$ cat src/rtl/pic_host_pkg.sv
// Shared types and constants for the 8259 PIC host initiator.
// Holds the FSM encoding, init-step sequencing and ICW/OCW byte construction.
package pic_host_pkg;

    typedef enum logic [3:0] {
        ST_IDLE,
        ST_INIT_WR,
        ST_READY,
        ST_ACK1_LO,
        ST_ACK1_HI,
        ST_ACK2_LO,
        ST_ACK2_HI,
        ST_VEC_HOLD,
        ST_EOI_WR
    } state_t;

    // Sub-phase of a bus write: PRE keeps strobes high before CS_n drops.
    typedef enum logic [1:0] {
        WP_PRE,
        WP_SETUP,
        WP_LOW,
        WP_HIGH
    } wphase_t;

    typedef enum logic [2:0] {
        STEP_ICW1,
        STEP_ICW2,
        STEP_ICW3,
        STEP_ICW4,
        STEP_OCW1
    } init_step_t;

    typedef struct packed {
        logic       ltim;
        logic       sngl;
        logic       ic4;
        logic       aeoi;
        logic [4:0] vector_base;
        logic [7:0] cascade;
        logic [7:0] mask;
    } init_cfg_t;

    localparam logic [7:0] OCW2_NSEOI = 8'h20;
    localparam logic [7:0] ICW1_FIXED = 8'h10;
    localparam logic [7:0] ICW4_UPM   = 8'h01;

    // Returns {A0, data} for one initialization write.
    function automatic logic [8:0] init_word(input init_step_t step, input init_cfg_t cfg);
        logic [8:0] w;
        case (step)
            STEP_ICW1: w = {1'b0, ICW1_FIXED | {4'b0000, cfg.ltim, 1'b0, cfg.sngl, cfg.ic4}};
            STEP_ICW2: w = {1'b1, cfg.vector_base, 3'b000};
            STEP_ICW3: w = {1'b1, cfg.cascade};
            STEP_ICW4: w = {1'b1, 6'b000000, cfg.aeoi, 1'b0} | {1'b0, ICW4_UPM};
            default:   w = {1'b1, cfg.mask};
        endcase
        return w;
    endfunction

    function automatic init_step_t next_step(input init_step_t step, input init_cfg_t cfg);
        init_step_t n;
        case (step)
            STEP_ICW1: n = STEP_ICW2;
            STEP_ICW2: n = !cfg.sngl ? STEP_ICW3 : (cfg.ic4 ? STEP_ICW4 : STEP_OCW1);
            STEP_ICW3: n = cfg.ic4 ? STEP_ICW4 : STEP_OCW1;
            default:   n = STEP_OCW1;
        endcase
        return n;
    endfunction

endpackage

$ cat src/rtl/bus_strobe_timer.sv
// Phase timer shared by write and INTA cycles: load starts a low or high phase,
// phase_done flags its last cycle; the count saturates there instead of wrapping.
module bus_strobe_timer #(
    parameter int PULSE_WIDTH = 2,
    parameter int RECOVERY    = 1
) (
    input  logic clk,
    input  logic reset,
    input  logic load,
    input  logic load_high,
    output logic phase_done
);

    localparam int MAX_LEN = (PULSE_WIDTH > RECOVERY) ? PULSE_WIDTH : RECOVERY;
    localparam int CW      = $clog2(MAX_LEN + 1);
    localparam logic [CW-1:0] LOW_LAST  = CW'(PULSE_WIDTH - 1);
    localparam logic [CW-1:0] HIGH_LAST = CW'(RECOVERY - 1);

    logic [CW-1:0] count;
    logic [CW-1:0] last;
    logic          high_phase;

    assign last       = high_phase ? HIGH_LAST : LOW_LAST;
    assign phase_done = (count == last);

    always_ff @(posedge clk or posedge reset) begin
        if (reset) begin
            count      <= '0;
            high_phase <= 1'b0;
        end else if (load) begin
            count      <= '0;
            high_phase <= load_high;
        end else if (count != last) begin
            count <= count + 1'b1;
        end
    end

endmodule

$ cat src/rtl/pic_host_interface.sv
// CPU-side 8259 initiator: programs ICW1..ICW4/OCW1, runs the two-pulse INTA cycle and
// issues non-specific EOI; outputs registered, vector held until vector_ready.
module pic_host_interface
    import pic_host_pkg::*;
#(
    parameter int PULSE_WIDTH = 2,
    parameter int RECOVERY    = 1
) (
    input  logic       clk,
    input  logic       reset,
    input  logic       start_init,
    input  logic       cfg_ltim,
    input  logic       cfg_sngl,
    input  logic       cfg_ic4,
    input  logic       cfg_aeoi,
    input  logic [4:0] cfg_vector_base,
    input  logic [7:0] cfg_cascade,
    input  logic [7:0] cfg_mask,
    input  logic       eoi_request,
    input  logic       vector_ready,
    input  logic       interrupt,
    input  logic [7:0] data_bus_in,
    output logic       chip_select_n,
    output logic       write_enable_n,
    output logic       address,
    output logic [7:0] data_bus_out,
    output logic       data_bus_io,
    output logic       interrupt_acknowledge_n,
    output logic [7:0] vector,
    output logic       vector_valid,
    output logic       init_done,
    output logic       busy
);

    state_t     state, state_nxt;
    wphase_t    wphase, wphase_nxt;
    init_step_t step, step_nxt;
    init_cfg_t  cfg;
    logic       eoi_pending;

    logic       tmr_load, tmr_load_high, phase_done;
    logic       capture, init_finish, eoi_start;

    logic       cs_n_d, wr_n_d, a0_d, io_d, inta_n_d, vv_d, busy_d, done_d;
    logic [7:0] dout_d;
    logic [8:0] word_nxt;

    bus_strobe_timer #(
        .PULSE_WIDTH (PULSE_WIDTH),
        .RECOVERY    (RECOVERY)
    ) u_timer (
        .clk        (clk),
        .reset      (reset),
        .load       (tmr_load),
        .load_high  (tmr_load_high),
        .phase_done (phase_done)
    );

    always_ff @(posedge clk or posedge reset) begin
        if (reset) begin
            state                   <= ST_IDLE;
            wphase                  <= WP_PRE;
            step                    <= STEP_ICW1;
            cfg                     <= '0;
            eoi_pending             <= 1'b0;
            vector                  <= 8'h00;
            chip_select_n           <= 1'b1;
            write_enable_n          <= 1'b1;
            address                 <= 1'b0;
            data_bus_out            <= 8'h00;
            data_bus_io             <= 1'b0;
            interrupt_acknowledge_n <= 1'b1;
            vector_valid            <= 1'b0;
            init_done               <= 1'b0;
            busy                    <= 1'b0;
        end else begin
            state  <= state_nxt;
            wphase <= wphase_nxt;
            step   <= step_nxt;
            if (start_init) begin
                cfg <= '{ltim: cfg_ltim, sngl: cfg_sngl, ic4: cfg_ic4, aeoi: cfg_aeoi,
                         vector_base: cfg_vector_base, cascade: cfg_cascade, mask: cfg_mask};
            end
            // Requests arriving while one is pending collapse into the same EOI.
            if (start_init || eoi_start) begin
                eoi_pending <= 1'b0;
            end else if (eoi_request && state != ST_IDLE) begin
                eoi_pending <= 1'b1;
            end
            if (capture) begin
                vector <= data_bus_in;
            end
            chip_select_n           <= cs_n_d;
            write_enable_n          <= wr_n_d;
            address                 <= a0_d;
            data_bus_out            <= dout_d;
            data_bus_io             <= io_d;
            interrupt_acknowledge_n <= inta_n_d;
            vector_valid            <= vv_d;
            init_done               <= done_d;
            busy                    <= busy_d;
        end
    end

    always_comb begin
        state_nxt     = state;
        wphase_nxt    = wphase;
        step_nxt      = step;
        tmr_load      = 1'b0;
        tmr_load_high = 1'b0;
        capture       = 1'b0;
        init_finish   = 1'b0;
        eoi_start     = 1'b0;
        if (start_init) begin
            state_nxt  = ST_INIT_WR;
            wphase_nxt = WP_PRE;
            step_nxt   = STEP_ICW1;
        end else begin
            case (state)
                ST_IDLE: ;
                ST_READY: begin
                    if (eoi_pending) begin
                        state_nxt  = ST_EOI_WR;
                        wphase_nxt = WP_SETUP;
                        eoi_start  = 1'b1;
                    end else if (interrupt) begin
                        state_nxt = ST_ACK1_LO;
                        tmr_load  = 1'b1;
                    end
                end
                ST_INIT_WR, ST_EOI_WR: begin
                    case (wphase)
                        WP_PRE:   wphase_nxt = WP_SETUP;
                        WP_SETUP: begin
                            wphase_nxt = WP_LOW;
                            tmr_load   = 1'b1;
                        end
                        WP_LOW: begin
                            if (phase_done) begin
                                wphase_nxt    = WP_HIGH;
                                tmr_load      = 1'b1;
                                tmr_load_high = 1'b1;
                            end
                        end
                        default: begin
                            if (phase_done) begin
                                wphase_nxt = WP_PRE;
                                if (state == ST_EOI_WR || step == STEP_OCW1) begin
                                    state_nxt   = ST_READY;
                                    init_finish = (state == ST_INIT_WR);
                                end else begin
                                    step_nxt = next_step(step, cfg);
                                end
                            end
                        end
                    endcase
                end
                ST_ACK1_LO: begin
                    if (phase_done) begin
                        state_nxt     = ST_ACK1_HI;
                        tmr_load      = 1'b1;
                        tmr_load_high = 1'b1;
                    end
                end
                ST_ACK1_HI: begin
                    if (phase_done) begin
                        state_nxt = ST_ACK2_LO;
                        tmr_load  = 1'b1;
                    end
                end
                ST_ACK2_LO: begin
                    if (phase_done) begin
                        state_nxt     = ST_ACK2_HI;
                        tmr_load      = 1'b1;
                        tmr_load_high = 1'b1;
                        capture       = 1'b1;
                    end
                end
                ST_ACK2_HI: begin
                    if (phase_done) begin
                        state_nxt = ST_VEC_HOLD;
                    end
                end
                ST_VEC_HOLD: begin
                    if (vector_ready) begin
                        state_nxt = ST_READY;
                    end
                end
                default: state_nxt = ST_IDLE;
            endcase
        end
    end

    // Outputs are decoded from the next state so the pins line up with the state register.
    always_comb begin
        cs_n_d   = 1'b1;
        wr_n_d   = 1'b1;
        a0_d     = 1'b0;
        dout_d   = 8'h00;
        io_d     = 1'b0;
        inta_n_d = 1'b1;
        vv_d     = (state_nxt == ST_VEC_HOLD);
        busy_d   = !(state_nxt == ST_IDLE || state_nxt == ST_READY);
        done_d   = init_done;
        if (start_init) begin
            done_d = 1'b0;
        end else if (init_finish) begin
            done_d = 1'b1;
        end
        word_nxt = (state_nxt == ST_EOI_WR) ? {1'b0, OCW2_NSEOI} : init_word(step_nxt, cfg);
        case (state_nxt)
            ST_INIT_WR, ST_EOI_WR: begin
                if (wphase_nxt != WP_PRE) begin
                    cs_n_d = 1'b0;
                    io_d   = 1'b1;
                    a0_d   = word_nxt[8];
                    dout_d = word_nxt[7:0];
                    wr_n_d = (wphase_nxt != WP_LOW);
                end
            end
            ST_ACK1_LO, ST_ACK2_LO: inta_n_d = 1'b0;
            default: ;
        endcase
    end

endmodule

$ cat config.mk
export PLATFORM = sky130hd
export DESIGN_NAME = pic_host_interface
export DESIGN_NICKNAME = d
export VERILOG_FILES = /design/src/rtl/pic_host_pkg.sv /design/src/rtl/bus_strobe_timer.sv /design/src/rtl/pic_host_interface.sv
export SDC_FILE = /design/constraint.sdc
export NUM_CORES = 1
export LEC_CHECK = 0
export BUFFER_PORTS_ARGS = -buffer_cell sky130_fd_sc_hd__buf_2
export CAP_MARGIN = 20
export CORE_MARGIN = 2
export CORE_UTILIZATION = 48
export CTS_CLUSTER_SIZE = 25
export DETAILED_ROUTE_END_ITERATION = 10
export GPL_TIMING_DRIVEN = 0
export PLACE_DENSITY = 0.69
export SLEW_MARGIN = 20
export SYNTH_ARGS = -nofsm -noshare
export SYNTH_HDL_FRONTEND = slang
export SYNTH_SLANG_ARGS = --single-unit
$ cat constraint.sdc
create_clock -name clk -period 3.2 [get_ports clk]
set_input_delay 0.16 -clock clk [delete_from_list [all_inputs] [get_ports clk]]
set_output_delay 0.16 -clock clk [all_outputs]
set_load 0.05 [all_outputs]
## After elaboration in Yosys (flattened, before gate mapping)

Index checks and enable logic that the tools add are counted.

- Mux-type cells: 65
- Equal/unequal tests: 25
- Reductions and logical operators: 21
- Add/sub/neg operators: 1

Operators by type and width:

| kind | count |
|---|---|
| $mux W4 | 11 |
| $pmux W9 S4 | 1 |
| $pmux W4 S8 | 1 |
| $mux W1 | 30 |
| $eq A4 B3 Y1 const B | 6 |
| $mux W3 | 7 |
| $eq A4 B2 Y1 const B | 4 |
| $mux W8 | 2 |
| $mux W2 | 6 |
| $eq A3 B2 Y1 const B | 3 |
| $mux W9 | 1 |
| $pmux W3 S3 | 1 |
| $eq A4 B1 Y1 const B | 2 |
| $eq A4 B4 Y1 const B | 2 |
| $logic_not A4 Y1 | 2 |
| $reduce_bool A2 Y1 | 4 |
| $reduce_or A2 Y1 | 4 |
| $eq A3 B1 Y1 const B | 2 |
| $logic_not A3 Y1 | 2 |
| $pmux W2 S3 | 1 |
| $reduce_or A3 Y1 | 2 |
| $pmux W1 S2 | 2 |
| $pmux W2 S2 | 1 |
| $reduce_bool A4 Y1 | 1 |
| 12 further kinds | 14 |

- Word-level logic and storage cells: 135
- Register bits: 62
- Output and inout bits: 24
- Input port bits: 39

## Depth between registers and ports, before layout

- Word-level depth: 13
- Gate-level depth with buffers: 9
- Mapped depth without buffers: 7

## Hierarchy

Synthesis repeated with hierarchy kept, for this count alone.

- Cell total of the unflattened synthesis: 280
- Area, all modules: 3173.0 µm²

Modules (own cells, without submodules):

| module | cells each | seq. area each (µm²) | area an instance (µm²) | times used |
|---|---|---|---|---|
| pic_host_interface | 268 | 1480.2 | 3036.7 | 1 |
| bus_strobe_timer | 12 | 75.1 | 136.4 | 1 |

## Worst setup path after synthesis

No wires, ideal clock.

- Kind: flip-flop to flip-flop
- From: register wphase[0]
- To: register data_bus_out[1]
- Cell stages (with the launch flop): 9
- Path buffers: 1
- Slack: 1028 ps
- Arrival: 2044 ps
- Required time: 3072 ps
- Library setup time: 128 ps
- Period minus slack after synthesis: 2172 ps
- Cell sequence: dfrtp_1 ha_1 nor2b_1 and3_1 buf_6 mux2i_1 mux2_4 a221oi_1 nor2_1

- Cells in the longest elaborated chain, start to end: 10
- Elaborated cells between the ends (all ways): 28
- Those cells by class: eq/ne (7); mux (16); reduce/logical (5)

RTL lines:

| element | line | RTL |
|---|---|---|
| start, declared | pic_host_interface.sv:36 | `wphase_t wphase, wphase_nxt;` |
| start signal, assigned | pic_host_interface.sv:78 | `wphase <= wphase_nxt;` |
| $eq A2 B2 Y1 (tied with other cells) | pic_host_interface.sv:132 | `case (wphase)` |
| $reduce_or A3 Y1 (no line) | - |  |
| $mux W3 | pic_host_interface.sv:132 |  |
| $mux W3 | pic_host_interface.sv:119 | `case (state)` |
| $mux W3 | pic_host_interface.sv:114 | `if (start_init) begin` |
| $eq A3 B2 Y1 (tied with other cells) | pic_host_pkg.sv:50 | `case (step)` |
| $pmux W9 S4 | pic_host_pkg.sv:50 |  |
| $mux W9 | pic_host_interface.sv:210 | `word_nxt = (state_nxt == ST_EOI_WR) ? {1'b0, OCW2_NSEOI} : init_word(step_nxt, cfg);` |
| $mux W8 | pic_host_interface.sv:213 | `if (wphase_nxt != WP_PRE) begin` |
| $mux W8 (*) | pic_host_interface.sv:211 | `case (state_nxt)` |
| via dout_d[1] | pic_host_interface.sv:45 | `logic [7:0] dout_d;` |
| end signal, assigned | pic_host_interface.sv:96 | `data_bus_out <= dout_d;` |
| end, declared | pic_host_interface.sv:26 | `output logic [7:0] data_bus_out,` |

Mark *: on every way through the listed nets, which the timed path passes. The rest lies on a longest branch.
A chain may end at the register's enable or synchronous reset.

## Worst setup path after layout

Same ends and word-level chain as after synthesis.

==> metrics.md <==
| Metric | Value |
|---|---|
| Final Max Tran Viols | 0 |
| CP Cell Sequence | ha_1 -> nor2b_1 -> and3_1 -> buf_6 -> mux2i_1 -> mux2_4 -> a221oi_1 -> nor2_1 |
| Period utilization | 78.4% |
| Fin. Hold Viols | 0 |
| Vias in the first global route | roughly 2400 |
| Reg power frac | between 30 and 40% |
| Share of the synthesized area in the top cell type | roughly 46% |
| CTS sink count | 62 |
| Row count | 29 |
| Number of gates resized after CTS | 0 |
| Flops & latches, synth | 62 |
| Synth cell types | 63 |
| Seq/Total Area, Yosys | between 40% and 50% |
| Drc violations | 0 |
| Die Y-Extent | approximately 86 um |
| Core ar. | 6390 um2 |
| Status | finished clean |
| H-tree depth | 3 |
| Die width | 85.6 um |
| Slew HR | 59.7% |
| Initial DRC count | 90 |
| Mapped Area | 3190 um2 |
| Clock Path Buffers | 2 |
| Cells after DPL | about 420 |
| Worst EP arrival | 2710 ps |
| Tmin final | approximately 2500 ps |
| Reg clk slew, reported paths | 70 ps |
| Initial antenna violation count | 0 |
| Synth async-reset ratio | 100% |
| GP Congestion | 0.935 |
| Most common library cell in the layout ignoring fill and taps | buf_2 |
| Die ar. | 7320 um2 |
| Num CTS Buffers | 9 |
| Mapped Cells | 284 |
| Sw Pwr | ~1.3 mW |
| Crit path kind | reg -> reg |
| Least-Margin Pin Slew | 605 ps |
| I/O pin count | 63 |
| GR Layer Usage met3 | 5.29% |
| Fmax | roughly 400 MHz |
| N_diodes | 0 |
| Clock latency on the worst-skew pair | 330 ps |
| Number of max-cap violations | 0 |
| PwrDens | 869 nW/um2 |
| Wire per inst | 15.7 um |
| Layout area overhead | 22.2% |
| Hold Crit Start | cfg_mask[1] |
| Post-route ant nets | 0 |
| Overflow after GRT | 0 |
| GRT Max-Usage Layer | met2 |
| Final setup viols | 0 |
| Maximum vdd drop | 823 uV |
| Final Net Count | between 400 and 500 |
| Slowest CP cell | dfrtp_1 |
| Pre-CTS setup slack | 757 ps |
| Leakage | 1.81 nW |
| Synthesized Nets | 327 |
| DRT Pass-1 Iters | 4 |
| Global routing usage on met2 | a little under a third |
| Final wirelength | 6940 um |
| CP required | 3400 ps |
| Worst min-delay path class | in -> reg |
| Grt met1 use | a little over a quarter |
| Combinational fraction of design power | about two fifths |
| Buf/Inv on CP | 1 |
| Ys Warns | 0 |
| Worst r2r src | wphase[0] |
| RSZ-0062 raised after global routing | no |
| Crit-path max FO | 6 |
| CP Launch Type | flip-flop |
| First-pass GRT wire length | 11400 um |
| Pint | 2.08 mW |
| Starting density of the core | roughly half |
| Sw Share | 38.6% |
| Commonest non-fill, non-tap cells in the layout | buf_2 (65), dfrtp_1 (59), mux2_2 (30) |
| Clk pwr share | 27.0% |
| CP startpoint | wphase[0] |
| CTS tree | done |
| # port buffers | 62 |
| Critical path capture point type | flip-flop |
| Ys flop type | dfrtp_1 |
| Setup TNS | 0 ps |
| Post-synth top area cell | dfrtp_1 |
| Worst Slack Setup Final | 690 ps |
| Vias | 2450 |
| DR vias/cell | roughly 5.6 |
| Post-layout instance count excluding filler cells | 441 |
| Worst Clk Skew | between 7 and 8 ps |
| DP HPWL | 4970 um |
| GRT Util Overall | a little over 20% |
| Synth area leaders | dfrtp_1 (46%), mux2_2 (11%), a21oi_1 (2.7%) |
| Largest net degree at the start of global routing | 43 |
| Cell family with most CP delay | simple AND/OR/NAND/NOR gates |
| Share of cells above drive strength 1 | around 40% |
| Avg Synthesized Cell Area | 11.2 um2 |
| Number of synthesized flops with an enable pin | 0 |
| CTS root buf | clkbuf_8 |
| CP max stage delay | 400 ps |
==> cell families after synthesis <==
kind of cell / Yosys count / share of synthesized area (%)
AND/OR/NAND/NOR: 82 / 14.5
AO/OA/AOI/OAI: 69 / 16.8
flip-flops: 62 / 48.7
multiplexers: 35 / 12.3
buffers and inverters: 28 / 4.82
adder cells (fa/ha/maj): 5 / 1.88
XOR/XNOR: 3 / 1.06
==> flip-flops by register name (all words and copies together) (netlist names) <==
signal	count
u_timer.high_phase	1
busy	1
step	3
chip_select_n	1
vector	8
state	4
cfg	25
vector_valid	1
data_bus_io	1
init_done	1
data_bus_out	8
interrupt_acknowledge_n	1
address	1
u_timer.count	2
write_enable_n	1
wphase	2
eoi_pending	1
==> worst min-delay path, cell delays in order <==
cell	delay [ps]
buf_2	80
nand2_1	50
nand2_1	50
==> metrics by stage <==
step | hold WS [ps] | power (mW) | instance area [um2] | util, %
final | 41.3 | 3.39 | 3900 | 61.1
after global placement | 368 | 2.45 | 3600 | 56.4
after global routing | 35.8 | 3.57 | 3900 | 61.1
after CTS | 18.8 | 3.41 | 3900 | 61.1
after detailed placement | 128 | 2.48 | 3620 | 56.7
after floorplan | 268 | 2.17 | 3190 | -
==> cells in the mapped netlist, drive strengths merged (5+ instances only) <==
cell type,n
a211oi,6
a21oi,17
and2,5
buf,12
clkbuf,5
dfrtp,59
inv,11
mux2,31
nand2,20
nand3,6
nor2,21
o21ai,11
==> layout make-up <==
class | instances | area (um2)
fillers | 534 | 2480
flip-flops and latches | 62 | 1560
multi-input cells | 194 | 1490
repair buffers | 64 | 340
clock buffers | 10 | 138
clock inverters | 6 | 133
plain buffers | 17 | 113
well taps | 77 | 96.3
inverters | 11 | 43.8
==> worst paths after layout <==
kind,endpoint,slack [ps],cells past startpoint
worst max-delay path,data_bus_out[1],690,8
worst min-delay path,cfg[1],40,3
worst max register to register,data_bus_out[1],690,8
worst min register to register,cfg[5],480,2
max in group asynchronous,chip_select_n,2320,4
min in group asynchronous,cfg[3],330,3
==> routing by layer <==
metal  share of wire [%]  wire length (um)  vias up
met1                  47              3230     1191
met4                0.92                64        0
met3                 5.4               376        6
met2                  47              3270       73
li1                    -                 -     1180
met5                   0                 0        -
==> power groups by stage <==
| stage | Clock, mW | Sequential, mW | Combinational (mW) |
|---|---|---|---|
| 5_1_grt | 0.973 | 1.07 | 1.52 |
| 3_5_place_dp | 0 | 1.07 | 1.41 |
| 2_1_floorplan | 0 | 1.37 | 0.803 |
| 3_3_place_gp | 0 | 1.06 | 1.39 |
| 6_report | 0.915 | 1.05 | 1.42 |
| 4_1_cts | 0.932 | 1.06 | 1.42 |
==> repair_timing <==
action                                 CTS  global route
hold buffers                             1             0
endpoints found under the hold margin   20             0
buffers inserted                         0             0
Note: power is estimated with default switching activity, not from simulation.
